$ cat config.mk
export PLATFORM = sky130hd
export DESIGN_NAME = lbuf_read_streamer
export DESIGN_NICKNAME = d
export VERILOG_FILES = /design/src/rtl/npu_pkg.sv /design/src/rtl/lbuf_skid_fifo.sv /design/src/rtl/lbuf_read_streamer.sv
export SDC_FILE = /design/constraint.sdc
export NUM_CORES = 1
export LEC_CHECK = 0
export BUFFER_PORTS_ARGS = -buffer_cell sky130_fd_sc_hd__buf_2
export CAP_MARGIN = 20
export CORE_MARGIN = 2
export CORE_UTILIZATION = 55
export CTS_CLUSTER_DIAMETER = 50
export DETAILED_ROUTE_END_ITERATION = 10
export GPL_TIMING_DRIVEN = 0
export PLACE_DENSITY = 0.81
export SYNTH_ARGS = -nofsm -noshare
export SYNTH_HDL_FRONTEND = slang
export SYNTH_SLANG_ARGS = --single-unit
$ cat constraint.sdc
create_clock -name clk -period 8.19 [get_ports clk]
set_clock_uncertainty 0.2 [all_clocks]
set_input_delay 2.0475 -clock clk [delete_from_list [all_inputs] [get_ports clk]]
set_output_delay 2.0475 -clock clk [all_outputs]
set_load 0.1 [all_outputs]
$ cat src/rtl/npu_pkg.sv
// rtl/npu_pkg.sv - shared NPU definitions: data/address widths and local-buffer streamer FSM encoding
package npu_pkg;

  // npu_definitions: word and address sizes of the local buffer
  localparam int DATA_WIDTH      = 32;
  localparam int ADDR_WIDTH      = 10;
  localparam int LBUF_WORDS      = 1 << ADDR_WIDTH;
  localparam int LBUF_FIFO_DEPTH = 2;

  // Streamer FSM state encoding
  typedef enum logic [1:0] {
    ST_IDLE  = 2'd0,
    ST_RUN   = 2'd1,
    ST_DRAIN = 2'd2,
    ST_DONE  = 2'd3
  } lbuf_state_e;

endpackage

$ cat src/rtl/lbuf_skid_fifo.sv
// rtl/lbuf_skid_fifo.sv - 2-entry output FIFO carrying a data word plus its last flag
module lbuf_skid_fifo #(
  parameter int DATA_WIDTH = npu_pkg::DATA_WIDTH
) (
  input  logic                  clk,
  input  logic                  rst_n,
  input  logic                  push,
  input  logic [DATA_WIDTH-1:0] push_data,
  input  logic                  push_last,
  input  logic                  pop,
  output logic [DATA_WIDTH-1:0] head_data,
  output logic                  head_last,
  output logic                  full,
  output logic                  empty
);

  logic [DATA_WIDTH:0] slot_q [2];
  logic                wr_ptr_q;
  logic                rd_ptr_q;
  logic [1:0]          count_q;
  logic                wr_en;
  logic                rd_en;

  assign full  = (count_q == 2'd2);
  assign empty = (count_q == 2'd0);

  // A push into a full FIFO is only legal when the head leaves in the same cycle
  assign wr_en = push && (!full || pop);
  assign rd_en = pop && !empty;

  // Head is forced to zero when empty so no stale word or last flag is ever shown
  assign head_data = empty ? '0   : slot_q[rd_ptr_q][DATA_WIDTH-1:0];
  assign head_last = empty ? 1'b0 : slot_q[rd_ptr_q][DATA_WIDTH];

  // Storage, pointers and occupancy; simultaneous push/pop keeps the count
  always_ff @(posedge clk or negedge rst_n) begin
    if (!rst_n) begin
      for (int i = 0; i < 2; i++) begin
        slot_q[i] <= '0;
      end
      wr_ptr_q <= 1'b0;
      rd_ptr_q <= 1'b0;
      count_q  <= 2'd0;
    end else begin
      if (wr_en) begin
        slot_q[wr_ptr_q] <= {push_last, push_data};
        wr_ptr_q         <= ~wr_ptr_q;
      end
      if (rd_en) begin
        rd_ptr_q <= ~rd_ptr_q;
      end
      case ({wr_en, rd_en})
        2'b10:   count_q <= count_q + 2'd1;
        2'b01:   count_q <= count_q - 2'd1;
        default: count_q <= count_q;
      endcase
    end
  end

endmodule

$ cat src/rtl/lbuf_read_streamer.sv
// rtl/lbuf_read_streamer.sv - streams cmd_len words from the local buffer onto m_*; LBUF_STRIDE_EN adds cmd_stride
module lbuf_read_streamer #(
  parameter int DATA_WIDTH = npu_pkg::DATA_WIDTH,
  parameter int ADDR_WIDTH = npu_pkg::ADDR_WIDTH
) (
  input  logic                  clk,
  input  logic                  rst_n,
  input  logic                  cmd_valid,
  output logic                  cmd_ready,
  input  logic [ADDR_WIDTH-1:0] cmd_base,
  input  logic [ADDR_WIDTH:0]   cmd_len,
`ifdef LBUF_STRIDE_EN
  input  logic [ADDR_WIDTH-1:0] cmd_stride,
`endif
  output logic                  buf_ce,
  output logic                  buf_we,
  output logic [ADDR_WIDTH-1:0] buf_addr,
  input  logic [DATA_WIDTH-1:0] buf_rdata,
  output logic                  m_valid,
  input  logic                  m_ready,
  output logic [DATA_WIDTH-1:0] m_data,
  output logic                  m_last,
  output logic                  busy,
  output logic                  done
);

  import npu_pkg::*;

  localparam logic [ADDR_WIDTH:0] REM_ONE = {{ADDR_WIDTH{1'b0}}, 1'b1};

  lbuf_state_e           state_q;
  lbuf_state_e           state_d;
  logic [ADDR_WIDTH:0]   rem_q;
  logic [ADDR_WIDTH-1:0] addr_q;
  logic [ADDR_WIDTH-1:0] stride_q;
  logic                  rd_pend_q;
  logic                  rd_last_q;
  logic                  cmd_accept;
  logic                  m_pop;
  logic                  fifo_full;
  logic                  fifo_empty;
  logic [1:0]            fifo_occ;
  logic [2:0]            pending;
  logic                  credit_ok;

  assign cmd_accept = cmd_valid && cmd_ready;
  assign m_pop      = m_valid && m_ready;
  assign buf_we     = 1'b0;
  assign buf_addr   = addr_q;
  assign m_valid    = !fifo_empty;

  // Words owed downstream: read in flight plus FIFO entries, net of the word leaving this cycle.
  // Counting the departing word keeps one read issued per cycle while m_ready stays high.
  assign fifo_occ  = fifo_full ? 2'd2 : (fifo_empty ? 2'd0 : 2'd1);
  assign pending   = 3'(rd_pend_q) + 3'(fifo_occ) - 3'(m_pop);
  assign credit_ok = (pending < 3'd2) && (rem_q != '0);

`ifdef LBUF_STRIDE_EN
  // Address increment is captured with the command
  always_ff @(posedge clk or negedge rst_n) begin
    if (!rst_n) begin
      stride_q <= '0;
    end else if (cmd_accept) begin
      stride_q <= cmd_stride;
    end
  end
`else
  assign stride_q = {{(ADDR_WIDTH-1){1'b0}}, 1'b1};
`endif

  // FSM state register
  always_ff @(posedge clk or negedge rst_n) begin
    if (!rst_n) begin
      state_q <= ST_IDLE;
    end else begin
      state_q <= state_d;
    end
  end

  // Next-state and control outputs
  always_comb begin
    state_d   = state_q;
    cmd_ready = 1'b0;
    buf_ce    = 1'b0;
    busy      = 1'b1;
    done      = 1'b0;
    case (state_q)
      ST_IDLE: begin
        busy      = 1'b0;
        cmd_ready = 1'b1;
        if (cmd_valid) begin
          state_d = (cmd_len == '0) ? ST_DONE : ST_RUN;
        end
      end
      ST_RUN: begin
        buf_ce = credit_ok;
        if (credit_ok && (rem_q == REM_ONE)) begin
          state_d = ST_DRAIN;
        end
      end
      ST_DRAIN: begin
        if (m_pop && m_last) begin
          state_d = ST_DONE;
        end
      end
      ST_DONE: begin
        done    = 1'b1;
        state_d = ST_IDLE;
      end
      default: state_d = ST_IDLE;
    endcase
  end

  // Issue bookkeeping: remaining count, wrapping address, and the one-cycle read pipeline tag
  always_ff @(posedge clk or negedge rst_n) begin
    if (!rst_n) begin
      rem_q     <= '0;
      addr_q    <= '0;
      rd_pend_q <= 1'b0;
      rd_last_q <= 1'b0;
    end else begin
      rd_pend_q <= buf_ce;
      rd_last_q <= buf_ce && (rem_q == REM_ONE);
      if (cmd_accept) begin
        rem_q  <= cmd_len;
        addr_q <= cmd_base;
      end else if (buf_ce) begin
        rem_q  <= rem_q - REM_ONE;
        addr_q <= addr_q + stride_q;
      end
    end
  end

  lbuf_skid_fifo #(
    .DATA_WIDTH (DATA_WIDTH)
  ) u_fifo (
    .clk       (clk),
    .rst_n     (rst_n),
    .push      (rd_pend_q),
    .push_data (buf_rdata),
    .push_last (rd_last_q),
    .pop       (m_pop),
    .head_data (m_data),
    .head_last (m_last),
    .full      (fifo_full),
    .empty     (fifo_empty)
  );

endmodule

# Yosys cells after proc, flatten, opt, wreduce, memory -nomap -nowiden
# Cells that the tools add are included.
[op_classes]
n_addsub = 6
magnitude_cmp = 4
eq_ne = 10
n_mux = 24
bitwise_logic = 4
n_reduce_logical = 19
[op_table]
columns = ["op", "n"]
rows = [
  ["33-bit two-way mux", 4],
  ["66-bit bitwise mux", 1],
  ["33-bit demux with 1-bit select", 1],
  ["32-bit two-way mux", 1],
  ["11-bit two-way mux", 2],
  ["10-bit two-way mux", 2],
  ["11-bit by 1-bit equality test with 1-bit output (second input constant)", 1],
  ["11-bit logical NOT", 1],
  ["11-bit nonzero test", 1],
  ["11-bit by 1-bit subtractor with 11-bit output (second input constant)", 1],
  ["10-bit by 1-bit adder with 10-bit output (second input constant)", 1],
  ["2-bit two-way mux", 5],
  ["1-bit logical AND", 9],
  ["2-bit equality test (second input constant)", 4],
  ["2-bit one-hot mux with 4 select lines", 1],
  ["1-bit two-way mux", 6],
  ["2-bit != test (second input constant)", 3],
  ["2-bit by 1-bit equality test with 1-bit output (second input constant)", 2],
  ["2-bit >= comparator (second input constant)", 2],
  ["2-bit logical NOT", 2],
  ["1-bit NOT with 2-bit output", 2],
  ["2-bit one-hot mux with 2 select lines", 1],
  ["2-bit nonzero test", 2],
  ["1-bit by 2-bit adder with 3-bit output", 1],
  ["other kinds (9)", 11],
]
[totals]
regBits = 95
inputBits = 57

# Longest topological paths before layout
[depth]
depth_word = 10
depth_mapped = 11

# Hierarchy
# From an unflattened synthesis, not the netlist that was laid out.
[hier_totals]
cells_unflattened = 429
area_unflattened_um2 = 4991.0
[modules_own_cells]
columns = ["mod", "instances", "cells_per_inst", "area_per_inst_um2", "seq_area_each_um2"]
rows = [
  ["lbuf_skid_fifo", 1, 230, 3165.5, 1751.7],
  ["lbuf_read_streamer", 1, 199, 1825.5, 625.6],
]

# Worst setup path after synthesis
# OpenSTA, ideal clock, no wires.
[synth_timing]
kind = "input to output"
startpoint = "in m_ready"
endpoint = "out buf_ce"
t_arrival_ns = 3.984
required_time_ns = 5.943
slack_ns = 1.958
stages = 9
path_buffers = 2
path_cell_list = "o21ai_0 > inv_1 > ha_1 > nand2b_1 > xnor3_2 > nand3_4 > buf_6 > buf_4 > inv_1"
[synth_via]
elab_chain_cells = 5
[synth_lines]
columns = ["element", "line", "rtl"]
rows = [
  ["from (decl)", "lbuf_read_streamer.sv:20", "input logic m_ready,"],
  ["1-bit logical AND", "lbuf_read_streamer.sv:47", "assign m_pop = m_valid && m_ready;"],
  ["3-bit by 1-bit subtractor with 3-bit output", "lbuf_read_streamer.sv:55", "assign pending = 3'(rd_pend_q) + 3'(fifo_occ) - 3'(m_pop);"],
  ["3-bit by 2-bit < comparator with 1-bit output", "lbuf_read_streamer.sv:56", "assign credit_ok = (pending < 3'd2) && (rem_q != '0);"],
  ["1-bit logical AND", "lbuf_read_streamer.sv:56", ""],
  ["1-bit two-way mux", "lbuf_read_streamer.sv:87", "case (state_q)"],
  ["to (decl)", "lbuf_read_streamer.sv:15", "output logic buf_ce,"],
]
# No other way between the ends.

# Worst setup path after layout
# Same ends and word-level chain as after synthesis.

==> impl_metrics.yaml <==
detailed_routing:
  vias_per_cell: 5.602
  drt-wirelength-per-cell_um: 16.16
  drc: 0
  postRouteAntennaNets: 0
  initialDrtViolationCount: 150
  wl_um: 10180
  drt-pass1-iter-count: 5
  num_vias: 3529
logic_synthesis:
  ys_top_cells_by_count: "dfrtp_1, mux2_2, nor2_1, mux2i_1"
  yosys_warnings: 0
  ys_seq_area_share_pct: 50.83
  ys_ff_latch: 95
  synth_top_area_share_pct: 50.83
  synthTopCellsByArea: "dfrtp_1, mux2_2, mux2i_1"
  ys_async_sr_fraction_pct: 100.0
  synth_ff_type: "dfrtp_1"
  synth-edff-count: 0
  syn_area_um2: 4677
  yosysTopAreaCell: "dfrtp_1"
  ys_types: 36
  synthesis.nets: 471
  yosysMostFrequentCell: "dfrtp_1"
  postSynthAreaPerCell_um2: 11.58
  synthCells: 404
min_path:
  worstHoldStart: "rd_last_q$_DFF_PN0_"
  hp-class: "reg -> reg"
floorplan:
  die_y_um: 96.22
  coreArea_um2: 8217
  die_w_um: 96.22
  start_util_pct: 56.92
  std_cell_rows: 33
  die-area_um2: 9257
  ios: 106
cts:
  holdBufCountCts: 0
  worstSkewPairLatency_ps: 360
  numCtsBuffers: 9
  htree_levels: 3
  clkSinkCount: 95
  post_cts_resized: 0
  cts_buffer_depth: 2
  path_clk_slew_ps: 80
  cts_root_buffer: "clkbuf_8"
  cts_tree: "built"
  postCtsSetupBuffers: 0
cells_and_area:
  syn_to_final_growth_pct: 18.81
  layout.nets: 587
  multiInputGateArea_um2: 2150
  n_antenna_cell: 0
  drive_gt1_share_pct: 38.10
  num-fill-cells: 654
  finish.instance_area_um2: 5557
  regArea_um2: 2377
sta:
  hold_viol: 0
  max_slew_margin_pct: 49.25
  fmax_ghz: 0.1535
  slew_violations: 0
  period_share_pct: 79.55
  worstMarginPinSlew_ps: 761.2
  setup_violations: 0
  setup-tns-final_ps: 0
  final.min_clock_period_ps: 6515
  rsz0062_at_grt: "no"
global_routing:
  grtUsageTotal_pct: 22.10
  grt_max_degree: 57
  antenna_found_initial: 0
  grt_pass1_wl_um: 15700
  gr-total-overflow: 0
  grt_pass1_vias: 3317
setup_path:
  critPathCapture: "buf_ce"
  timing.rr.start: "u_fifo.count_q[0]$_DFFE_PN0P_"
  reg2regPathDepth: 9
  start_kind: "input port"
  cp-startpoint: "m_ready"
  path_max_fanout: 10
  cp-end-kind: "primary output"
  timing.rr.end: "rem_q[9]$_DFFE_PN0P_"
  crit_required_ps: 5940
  worst-setup-path-type: "in -> out"
  cp.arrival_ps: 4270
  worst-r2r-setup-slack_ps: 5240
placed_design:
  hpwl_um: 7359
  placed_cell_area_um2: 5359
  place.gp.congestion: 0.8838
  io_buffers: 104
run_status:
  outcome: "complete, no violations"
flow_run:
  maxCapViolCount: 0
-- metal layers --
layer | vias to the layer above | part of all wire (%) | track usage, %
li1 | 1665 | - | -
met1 | 1720 | 44 | 30.14
met2 | 135 | 48 | 36.23
met3 | 9 | 6.2 | 2.741
met4 | 0 | 1.0 | 8.333
met5 | - | 0 | 0
-- registers in the layout (all words and copies together), names as in the netlist --
| name | flops |
|---|---|
| u_fifo.count_q | 2 |
| rem_q | 11 |
| rd_last_q | 1 |
| u_fifo.slot_q | 66 |
| rd_pend_q | 1 |
| state_q | 2 |
| buf_addr | 10 |
| u_fifo.wr_ptr_q | 1 |
| u_fifo.rd_ptr_q | 1 |
-- logic make-up after synthesis --
| logic type | after synthesis | share of synthesized area [%] |
|---|---|---|
| xor gates and xnor gates | 12 | 2.568 |
| adders and majority gates | 10 | 2.675 |
| muxes | 102 | 23.60 |
| other | 1 | 0.08018 |
| and+or+nand+nor | 115 | 12.23 |
| AOI/OAI and AO/OA | 38 | 4.815 |
| DFF | 95 | 50.83 |
| buffers and inverters | 31 | 3.210 |
-- placed cells by master, fill, tap and decap left out, types with 10 or more instances in the layout --
| cell type | n |
|---|---|
| clkbuf_1 | 12 |
| nand2_1 | 18 |
| a31oi_1 | 10 |
| dfrtp_1 | 95 |
| buf_2 | 109 |
| ha_1 | 10 |
| mux2i_1 | 36 |
| o21ai_0 | 18 |
| mux2_2 | 66 |
| nor2_1 | 48 |
-- how the worst min path moves through the flow --
| stage | cells past startpoint | end | slack (ps) |
|---|---|---|---|
| 2_1_floorplan | 1 | u_fifo.wr_ptr_q$_DFFE_PN0N_ | 270 |
| 3_5_place_dp | 1 | u_fifo.slot_q[32]$_DFFE_PN0P_ | 290 |
| 5_1_grt | 1 | u_fifo.slot_q[32]$_DFFE_PN0P_ | 320 |
| 6_report | 1 | u_fifo.slot_q[32]$_DFFE_PN0P_ | 310 |
| 4_1_cts | 1 | u_fifo.slot_q[32]$_DFFE_PN0P_ | 310 |
| 3_3_place_gp | 1 | u_fifo.wr_ptr_q$_DFFE_PN0N_ | 280 |
-- area by class of cell --
type,instances,area share [%]
buffer,22,2.094
clock buffer,10,2.297
clock inverter,6,1.261
inverter,9,0.6080
multi-input combinational,278,38.68
sequential,95,42.78
tap,105,2.364
timing repair buffer,105,9.908
-- per-stage QoR --
stage | util [%] | worst slack (ps) | instances | hold slack (ps)
after floorplan | - | 1958 | 404 | 268.3
after global placement | 64.85 | 1731 | 613 | 281.9
after detailed placement | 65.22 | 1690 | 614 | 287.9
after CTS | 67.63 | 1667 | 630 | 308.5
after global routing | 67.63 | 1550 | 630 | 323.4
final | 67.63 | 1675 | 630 | 307.6
-- worst max-delay path, stage by stage --
cell	delay, ps
buf_2	110
o21ai_0	170
inv_1	140
ha_1	310
nand2b_1	140
xnor3_2	350
nand3_4	130
buf_6	170
buf_4	170
inv_1	100
buf_2	430
Power is not shown: default switching activity piles up to over one toggle a cycle in this logic, so the estimate is an artifact.
